`src/rtl/awb_pkg.sv`:
```
// Shared definitions for the gray-world AWB gain engine: FSM encoding,
// Bayer tag bit positions and the fixed-point unity helper.
package awb_pkg;

    typedef enum logic [2:0] {
        ST_ACC,
        ST_DIV_R,
        ST_DIV_G,
        ST_DIV_B,
        ST_DONE
    } awb_state_t;

    localparam int BAYER_G0 = 0;
    localparam int BAYER_B  = 1;
    localparam int BAYER_R  = 2;
    localparam int BAYER_G1 = 3;

    function automatic int unity(input int frac);
        return 1 << frac;
    endfunction

endpackage

```
`src/rtl/awb_restoring_div.sv`:
```
// Sequential restoring divider: one setup cycle, then one quotient bit per
// cycle MSB first; divide-by-zero and quotient-overflow resolve in setup.
module awb_restoring_div
    import awb_pkg::*;
#(
    parameter int NW   = 37,
    parameter int DVW  = 32,
    parameter int QW   = 8,
    parameter int FRAC = 5
) (
    input  logic            clk,
    input  logic            rst_n,
    input  logic            start,
    input  logic [NW-1:0]   dividend,
    input  logic [DVW-1:0]  divisor,
    output logic [QW-1:0]   quotient,
    output logic            done
);

    localparam int XW = ((NW > DVW + QW) ? NW : DVW + QW) + 1;
    localparam int CW = $clog2(QW + 1);
    localparam logic [QW-1:0] UNITY = QW'(unity(FRAC));

    logic [XW-1:0] rem_reg;
    logic [XW-1:0] dsh_reg;
    logic [QW-1:0] q_reg;
    logic [CW-1:0] cnt_reg;
    logic          run_reg;

    logic [XW-1:0] dividend_x;
    logic [XW-1:0] divisor_top;
    logic          quot_ovf;
    logic          rem_ge;

    assign dividend_x  = XW'(dividend);
    assign divisor_top = XW'(divisor) << QW;
    // Quotient would need more than QW bits: saturate without iterating.
    assign quot_ovf    = (dividend_x >= divisor_top);
    assign rem_ge      = (rem_reg >= dsh_reg);

    always_ff @(posedge clk or negedge rst_n) begin
        if (!rst_n) begin
            rem_reg <= '0;
            dsh_reg <= '0;
            q_reg   <= UNITY;
            cnt_reg <= '0;
            run_reg <= 1'b0;
        end else if (start) begin
            run_reg <= 1'b0;
            cnt_reg <= '0;
            if (divisor == '0) begin
                q_reg <= UNITY;
            end else if (quot_ovf) begin
                q_reg <= '1;
            end else begin
                rem_reg <= dividend_x;
                dsh_reg <= XW'(divisor) << (QW - 1);
                q_reg   <= '0;
                cnt_reg <= CW'(QW);
                run_reg <= 1'b1;
            end
        end else if (run_reg) begin
            if (rem_ge) begin
                rem_reg <= rem_reg - dsh_reg;
            end
            q_reg   <= {q_reg[QW-2:0], rem_ge};
            dsh_reg <= dsh_reg >> 1;
            cnt_reg <= cnt_reg - 1'b1;
            if (cnt_reg == CW'(1)) begin
                run_reg <= 1'b0;
            end
        end
    end

    assign quotient = q_reg;
    assign done     = ~run_reg;

endmodule

```
`src/rtl/awb_gain_engine.sv`:
```
// Gray-world AWB gain engine: per-channel Bayer sums per frame, snapshot at
// frame end, then R/G/B gains from one shared time-multiplexed divider.
module awb_gain_engine
    import awb_pkg::*;
#(
    parameter int DW       = 8,
    parameter int ACC_W    = 32,
    parameter int GW       = 8,
    parameter int FRAC     = 5,
    parameter int GAIN_MAX = 255
) (
    input  logic          clk,
    input  logic          rst_n,
    input  logic          clken,
    input  logic [DW-1:0] din,
    input  logic [3:0]    bayer_state,
    input  logic          end_flag,
    input  logic          awb_en,
    output logic [GW-1:0] r_gain,
    output logic [GW-1:0] g_gain,
    output logic [GW-1:0] b_gain,
    output logic          gain_ready,
    output logic          busy,
    output logic          acc_ovf
);

    localparam int NW  = ACC_W + FRAC;
    localparam int AW1 = ACC_W + 1;
    localparam int SW  = $clog2(GW + 1);
    localparam logic [GW-1:0] UNITY = GW'(unity(FRAC));
    localparam logic [GW-1:0] GMAX  = GW'(GAIN_MAX);

    // Channel index: 0 = luma total k, 1 = R, 2 = G, 3 = B.
    logic [ACC_W-1:0] acc_reg  [4];
    logic [ACC_W-1:0] acc_next [4];
    logic [ACC_W-1:0] op_reg   [4];
    logic [DW+1:0]    ch_val   [4];
    logic [3:0]       ch_en;
    logic [3:0]       sat;
    logic             ovf_reg;
    logic             ovf_next;
    logic             op_ovf_reg;
    logic             bypass_reg;

    awb_state_t       state_reg, state_next;
    logic [SW-1:0]    slot_reg, slot_next;
    logic [GW-1:0]    r_stage_reg, g_stage_reg;

    logic             div_start;
    logic [ACC_W-1:0] div_divisor;
    logic [GW-1:0]    div_q;
    logic             div_done;

    function automatic logic [GW-1:0] clamp_gain(input logic [GW-1:0] q);
        return (q > GMAX) ? GMAX : q;
    endfunction

    assign ch_en[0] = clken;
    assign ch_en[1] = clken & bayer_state[BAYER_R];
    assign ch_en[2] = clken & (bayer_state[BAYER_G0] | bayer_state[BAYER_G1]);
    assign ch_en[3] = clken & bayer_state[BAYER_B];
    assign ch_val[0] = {2'b00, din};
    assign ch_val[1] = {din, 2'b00};
    assign ch_val[2] = {1'b0, din, 1'b0};
    assign ch_val[3] = {din, 2'b00};

    genvar gi;
    generate
        for (gi = 0; gi < 4; gi++) begin : g_acc
            logic [ACC_W:0] sum;
            assign sum          = {1'b0, acc_reg[gi]} + AW1'(ch_val[gi]);
            assign sat[gi]      = ch_en[gi] & sum[ACC_W];
            assign acc_next[gi] = !ch_en[gi] ? acc_reg[gi] :
                                  sat[gi]    ? '1 : sum[ACC_W-1:0];
        end
    endgenerate

    assign ovf_next = ovf_reg | (|sat);

    // Snapshot uses the next-state sums so a pixel coincident with end_flag
    // lands in the ending frame; accumulators restart from zero either way.
    always_ff @(posedge clk or negedge rst_n) begin
        if (!rst_n) begin
            for (int i = 0; i < 4; i++) begin
                acc_reg[i] <= '0;
                op_reg[i]  <= '0;
            end
            ovf_reg    <= 1'b0;
            op_ovf_reg <= 1'b0;
            bypass_reg <= 1'b0;
        end else begin
            for (int i = 0; i < 4; i++) begin
                acc_reg[i] <= end_flag ? '0 : acc_next[i];
            end
            ovf_reg <= end_flag ? 1'b0 : ovf_next;
            if (end_flag && state_reg == ST_ACC) begin
                for (int i = 0; i < 4; i++) begin
                    op_reg[i] <= acc_next[i];
                end
                op_ovf_reg <= ovf_next;
                bypass_reg <= ~awb_en;
            end
        end
    end

    always_ff @(posedge clk or negedge rst_n) begin
        if (!rst_n) begin
            state_reg <= ST_ACC;
            slot_reg  <= '0;
        end else begin
            state_reg <= state_next;
            slot_reg  <= slot_next;
        end
    end

    // Each divide state owns a fixed GW+1 cycle slot: setup then iterations.
    always_comb begin
        state_next = state_reg;
        slot_next  = slot_reg;
        div_start  = 1'b0;
        case (state_reg)
            ST_ACC: begin
                slot_next = '0;
                if (end_flag) begin
                    state_next = awb_en ? ST_DIV_R : ST_DONE;
                end
            end
            ST_DIV_R, ST_DIV_G, ST_DIV_B: begin
                div_start = (slot_reg == '0);
                if (slot_reg == SW'(GW)) begin
                    slot_next = '0;
                    case (state_reg)
                        ST_DIV_R: state_next = ST_DIV_G;
                        ST_DIV_G: state_next = ST_DIV_B;
                        default:  state_next = ST_DONE;
                    endcase
                end else begin
                    slot_next = slot_reg + 1'b1;
                end
            end
            ST_DONE: state_next = ST_ACC;
            default: state_next = ST_ACC;
        endcase
    end

    always_comb begin
        div_divisor = op_reg[1];
        case (state_reg)
            ST_DIV_G: div_divisor = op_reg[2];
            ST_DIV_B: div_divisor = op_reg[3];
            default:  div_divisor = op_reg[1];
        endcase
    end

    awb_restoring_div #(
        .NW   (NW),
        .DVW  (ACC_W),
        .QW   (GW),
        .FRAC (FRAC)
    ) u_div (
        .clk      (clk),
        .rst_n    (rst_n),
        .start    (div_start),
        .dividend ({op_reg[0], {FRAC{1'b0}}}),
        .divisor  (div_divisor),
        .quotient (div_q),
        .done     (div_done)
    );

    // The previous channel's quotient is still held during the next slot's
    // setup cycle, so it is staged there; B is taken straight from the divider.
    always_ff @(posedge clk or negedge rst_n) begin
        if (!rst_n) begin
            r_stage_reg <= UNITY;
            g_stage_reg <= UNITY;
            r_gain      <= UNITY;
            g_gain      <= UNITY;
            b_gain      <= UNITY;
            acc_ovf     <= 1'b0;
        end else begin
            if (div_done && slot_reg == '0 && state_reg == ST_DIV_G) begin
                r_stage_reg <= clamp_gain(div_q);
            end
            if (div_done && slot_reg == '0 && state_reg == ST_DIV_B) begin
                g_stage_reg <= clamp_gain(div_q);
            end
            if (state_reg == ST_DONE) begin
                r_gain  <= bypass_reg ? UNITY : r_stage_reg;
                g_gain  <= bypass_reg ? UNITY : g_stage_reg;
                b_gain  <= bypass_reg ? UNITY : clamp_gain(div_q);
                acc_ovf <= op_ovf_reg;
            end
        end
    end

    assign busy       = (state_reg == ST_DIV_R) || (state_reg == ST_DIV_G) ||
                        (state_reg == ST_DIV_B);
    assign gain_ready = (state_reg == ST_DONE);

endmodule
```
`config.mk`:
```
export PLATFORM = sky130hd
export DESIGN_NAME = awb_gain_engine
export DESIGN_NICKNAME = d
export VERILOG_FILES = /design/src/rtl/awb_pkg.sv /design/src/rtl/awb_restoring_div.sv /design/src/rtl/awb_gain_engine.sv
export SDC_FILE = /design/constraint.sdc
export NUM_CORES = 1
export LEC_CHECK = 0
export ABC_CLOCK_PERIOD_IN_PS = 10200
export CORE_AREA = 4 4 218 220
export CTS_BUF_LIST = sky130_fd_sc_hd__clkbuf_16
export CTS_CLUSTER_DIAMETER = 100
export DETAILED_ROUTE_END_ITERATION = 7
export DIE_AREA = 0 0 222 224
export GPL_ROUTABILITY_DRIVEN = 0
export GPL_TIMING_DRIVEN = 0
export PLACE_DENSITY_LB_ADDON = 0.2
export SLEW_MARGIN = 0
export SYNTH_ARGS = -nofsm -noshare
export SYNTH_HDL_FRONTEND = slang
export SYNTH_HIERARCHICAL = 1
export SYNTH_SLANG_ARGS = --single-unit
```
`constraint.sdc`:
```
create_clock -name clk -period 10.2 [get_ports clk]
set_clock_uncertainty 0.1 [all_clocks]
set_input_delay 2.04 -clock clk [delete_from_list [all_inputs] [get_ports clk]]
set_output_delay 2.04 -clock clk [all_outputs]
set_load 0.01 [all_outputs]
```
== Yosys cells after proc, flatten, opt, wreduce, memory -nomap -nowiden ==
Index checks and enable logic that the tools add are counted.
Cells by class
  reduce and logical (&&, ||, !) cells: 17
  order comparisons: 3
  bitwise logic cells: 11
  equality and inequality tests: 10
  mux-type cells: 48
  $add $sub $neg: 7
Operator list (number)
  $mux W32: 12
  $mux W41: 9
  $add A32 B10 Y33: 2
  $mux W8: 8
  $pmux W32 S2: 1
  $ge A41 B41 Y1: 1
  $sub A41 B41 Y41: 1
  $ge A37 B40 Y1: 1
  $add A32 B8 Y33: 1
  $add A32 B9 Y33: 1
  $logic_not A32 Y1: 1
  $mux W4: 5
  $pmux W3 S2: 2
  $mux W3: 3
  $gt A8 B8 Y1 const B: 1
  $ne A2 B2 Y1 const B: 4
  $pmux W4 S2: 1
  $and A1 B1 Y1: 7
  $mux W1: 7
  $eq A3 B2 Y1 const B: 2
  $reduce_bool A2 Y1: 3
  $add A4 B1 Y4 const B: 1
  $eq A4 B1 Y1 const B: 1
  $eq A4 B4 Y1 const B: 1
  14 further kinds: 20
Storage, ports and cells
  register bits after elaboration: 402
  word-level logic and storage cells: 120
  input port bits: 17

== Longest topological paths before layout ==
  depth in word-level cells: 6
  mapped depth: 20

== By module ==
The synthesis kept the hierarchy.
By module, submodules not included
  awb_gain_engine: sequential area each 7688.6 sq um, instances 1, area an instance 15419.8 sq um, cells an instance 1638
  awb_restoring_div: sequential area each 2328.5 sq um, instances 1, area an instance 7524.7 sq um, cells an instance 910

== Least setup slack after synthesis ==
Ideal clock, no wire load.
  path type: input port to flip-flop
  start point: input port din[0]
  end point: register ovf_reg
  stages on the path: 9
  data arrival time: 3.946 ns
  path slack: 6.018 ns
  cells stage by stage: ha_1 fa_1 a211oi_1 o211ai_1 and2_1 and3_1 buf_2 nor4_1 a21oi_1
Between the ends
  cells in the longest elaborated chain, start to end: 5
  elaborated cells on any way between the ends: 11
Ends and longest elaborated chain
  start, declared: RTL line awb_gain_engine.sv:15  | input logic [DW-1:0] din,
  $add A32 B8 Y33 (tied with other cells): RTL line awb_gain_engine.sv:71  | assign sum = {1'b0, acc_reg[gi]} + AW1'(ch_val[gi]);
  $and A1 B1 Y1: RTL line awb_gain_engine.sv:72  | assign sat[gi] = ch_en[gi] & sum[ACC_W];
  $reduce_or A4 Y1 (*): RTL line awb_gain_engine.sv:78  | assign ovf_next = ovf_reg | (|sat);
  $or A1 B1 Y1 (*): RTL line awb_gain_engine.sv:78
  $mux W1 (*): RTL line awb_gain_engine.sv:95  | ovf_reg <= end_flag ? 1'b0 : ovf_next;
  end signal, assigned: RTL line awb_gain_engine.sv:95
  end, declared: RTL line awb_gain_engine.sv:40  | logic ovf_reg;
Mark *: on every way between the ends. The rest lies on a longest branch, timed or not.
A chain may end at the register's enable or synchronous reset.

== Worst setup path after layout ==
  start point: register state_reg[0]
  end point: register u_div.rem_reg[34]
Between the ends
  cells in the longest elaborated chain, start to end: 5
  elaborated cells on any way between the ends: 14
Ends and longest elaborated chain
  start, declared: RTL line awb_gain_engine.sv:45  | awb_state_t state_reg, state_next;
  start signal, assigned: RTL line awb_gain_engine.sv:111  | state_reg <= state_next;
  $eq A3 B2 Y1: RTL line awb_gain_engine.sv:148  | case (state_reg)
  $pmux W32 S2 (*): RTL line awb_gain_engine.sv:148
  named net div_divisor[13]: RTL line awb_gain_engine.sv:50  | logic [ACC_W-1:0] div_divisor;
  $ge A37 B40 Y1 or $logic_not A32 Y1 (tied branches): RTL line awb_restoring_div.sv:38, awb_restoring_div.sv:51
  $ne A2 B2 Y1 (no line)
  $reduce_and A4 Y1 (no line) (*)
  end signal, assigned: RTL line awb_restoring_div.sv:56  | rem_reg <= dividend_x;
  end signal, assigned: RTL line awb_restoring_div.sv:64  | rem_reg <= rem_reg - dsh_reg;
  end, declared: RTL line awb_restoring_div.sv:24  | logic [XW-1:0] rem_reg;
The timed path passes the listed nets; every way through them passes the cells marked *.

==> run summary <==
Max Transition Viols Final: 0
post-route cell area: 0.0258 sq mm
Core Area: 0.0453 sq mm
row count: 78
Total Routing Usage GR: 27.1%
CP Max Fanout: 10
async set or reset register ratio after synthesis: 100%
Ant. Diodes: 0
delay-heaviest family, CP: compound AO/OA/AOI/OAI gates
DRC Markers: 0
area leader, netlist: dfrtp_1
Post-synth top flop: dfrtp_1
hold-fix buffers at CTS: 0
Worst-Margin Slew: 0.987 ns
run status: complete, no violations
Cell Chain, Critical Path: clkbuf_1, clkbuf_1, buf_2, mux2i_1, o21ai_0, inv_1, ha_1, a21o_1, a21o_1, a21oi_1, nand2_1, o21ai_0, a31o_2, buf_2, o31ai_4, buf_6, a2111oi_1, a311oi_2
top cells by count, synth: dfrtp_1, nor2_1, nand2_1, a21oi_1, o21ai_0
WL/cell: 20.8 microns
DRT Pass-1 Iters: 7
FMAX: 0.175 GHz
IR drop worst, VDD: 177 uV
Mean Syn Cell Area: 9.00 sq um
clock root buffer: clkbuf_16
Synth cell types: 95
max incr delay on CP: 0.69 ns
Ys Warns: 6
gr ovfl total: 0
synthesized flop and latch total: 400
vias per cell: 6.03
CTS clk-pin slew, worst paths: 0.06 ns
P_leak: 11.4 nW
Post-synth EDFFs: 0
DP HPWL: 51100 microns
DR iter-0 viols: 1926
Final period util: 55.9%
CTS tree: yes
minimum clock period: 5.70 ns
CTS buffer count: 46
largest net degree at the start of global routing: 120
first-pass GRT wire length: 108000 microns
cell area after synthesis: 0.0229 sq mm
Final ANT Viol Nets: 0
Worst EP required: 10.50 ns
H-tree Lvls: 2
routed vias: 19800
share of Yosys cell area claimed by the top area cell type: 43.0%
Worst setup SP type: flop
critical path capture point type: flop
initial antenna violation count: 0
Setup Viol. Count Final: 0
ranking of synthesized cells by area: dfrtp_1, ha_1, nor2_1, nand2_1, a21oi_1
Post-Synthesis Cells: 2548
I/O pin total: 44
power per cell area: 248 mW/mm^2
critical path class: flop to flop
RSZ-0062 raised after global routing: no
layout cells sized above 1: 7.56%
number of global-route vias before repair: 19100
Max transition margin: 33.3%
Min-Delay Path Class: flop to flop
final wirelength: 68300 microns
die width: 222 microns
Die Span Y: 224 microns
Buf+Inv Stages, Crit Path: 6
area grow syn2layout: 12.3%
Resized cells post-CTS: 0
CTS sink count: 400
crit path max-delay cell type: o21ai_0
Worst-Skew Late Latency: 0.60 ns
sequential-to-total area share from yosys stat: 43.7%
CTS Buffer Depth: 3
Post-CTS Setup Bufs: 0
final worst-path setup slack: 4.50 ns
Placed Area: 0.0242 sq mm
Initial Util: 50.7%
I/O Buffers: 42
max-cap violation count: 0
Worst Path Arrival: 6.01 ns
Final Hold Fails: 0
DP Worst Slack: 4.56 ns
die footprint: 0.0497 sq mm
count leader, synth: dfrtp_1
nets: 2776
==> path summary, 6_finish.rpt <==
check	from	to	slack (ns)	cells past startpoint
setup / recovery	state_reg[0]	u_div/rem_reg[34]	4.50	18
hold / removal	g_gain[3]	g_gain[3]	0.38	2
setup reg to reg	state_reg[0]	u_div/rem_reg[34]	4.50	18
hold reg to reg	g_gain[3]	g_gain[3]	0.38	2
max in group asynchronous	rst_n	acc_reg[16]	7.11	3
min in group asynchronous	rst_n	u_div/rem_reg[7]	1.36	1
==> through the flow <==
step                      std cells  setup TNS [ns]  utilization [%]  hold WS (ns)  total power, mW
after detailed placement       3202               0             53.5         0.367             4.65
after global routing           3286               0             56.9         0.397             6.78
final                          3286               0             56.9         0.375             6.38
after floorplan                2557               0                -         0.338             3.95
after CTS                      3286               0             56.9         0.380             6.36
after global placement         3199        -4172.91             53.3         0.353             4.57
==> layout by cell type (no fill, tap or decap), types with 27 or more instances in the layout <==
cell type and n:
a21o_1 39, a21oi_1 204, clkbuf_1 92, clkbuf_16 49, clkdlybuf4s50_1 41, dfrtp_1 394
ha_1 104, inv_1 108, mux2i_1 82, nand2_1 280, nand2b_1 32, nand3_1 49
nand4_1 45, nor2_1 312, nor3_1 62, o21ai_0 187, o31ai_1 27, xnor2_1 74
xor2_1 40
==> kinds of logic after synthesis <==
kind of cell | share of synthesized area, %
compound gates | 18.1
xor+xnor | 4.35
fa+ha+maj | 6.11
buf+inv | 4.24
flops | 43.7
mux | 4.80
other cells | 0.0163
simple gates | 18.7
==> area by class of cell <==
type                       count  area (sq um)
fill                        4055         19500
buffer                       131           589
tap                          600           751
multi-input combinational   1924         12000
clock inverter                35           299
timing repair buffer          45           508
sequential                   400         10000
clock buffer                  49          1230
inverter                     102           383
==> worst min-delay path, cell delays in order, from the launching register on <==
cell,delay [ns]
dfrtp_1,0.34
nand2_1,0.05
o21ai_0,0.06
==> report_power, final <==
part | total (mW) | internal, mW | switching (mW) | leakage [nW]
logic | 2.60 | 1.03 | 1.57 | 5.37
clock network | 1.68 | 0.993 | 0.690 | 0.771
registers | 2.10 | 1.87 | 0.225 | 5.22
total | 6.38 | 3.89 | 2.49 | 11.4
==> layer usage <==
layer / up-vias / share of wire (%) / track usage (%) / wire, microns
li1: 9192 / - / - / -
met1: 9769 / 44 / 37.9 / 30100
met2: 719 / 45 / 42.4 / 30500
met3: 149 / 6.8 / 4.61 / 4660
met4: 0 / 4.4 / 10.9 / 3000
met5: - / 0 / 0 / 0
No activity file was read; power rests on OpenSTA's default activity.
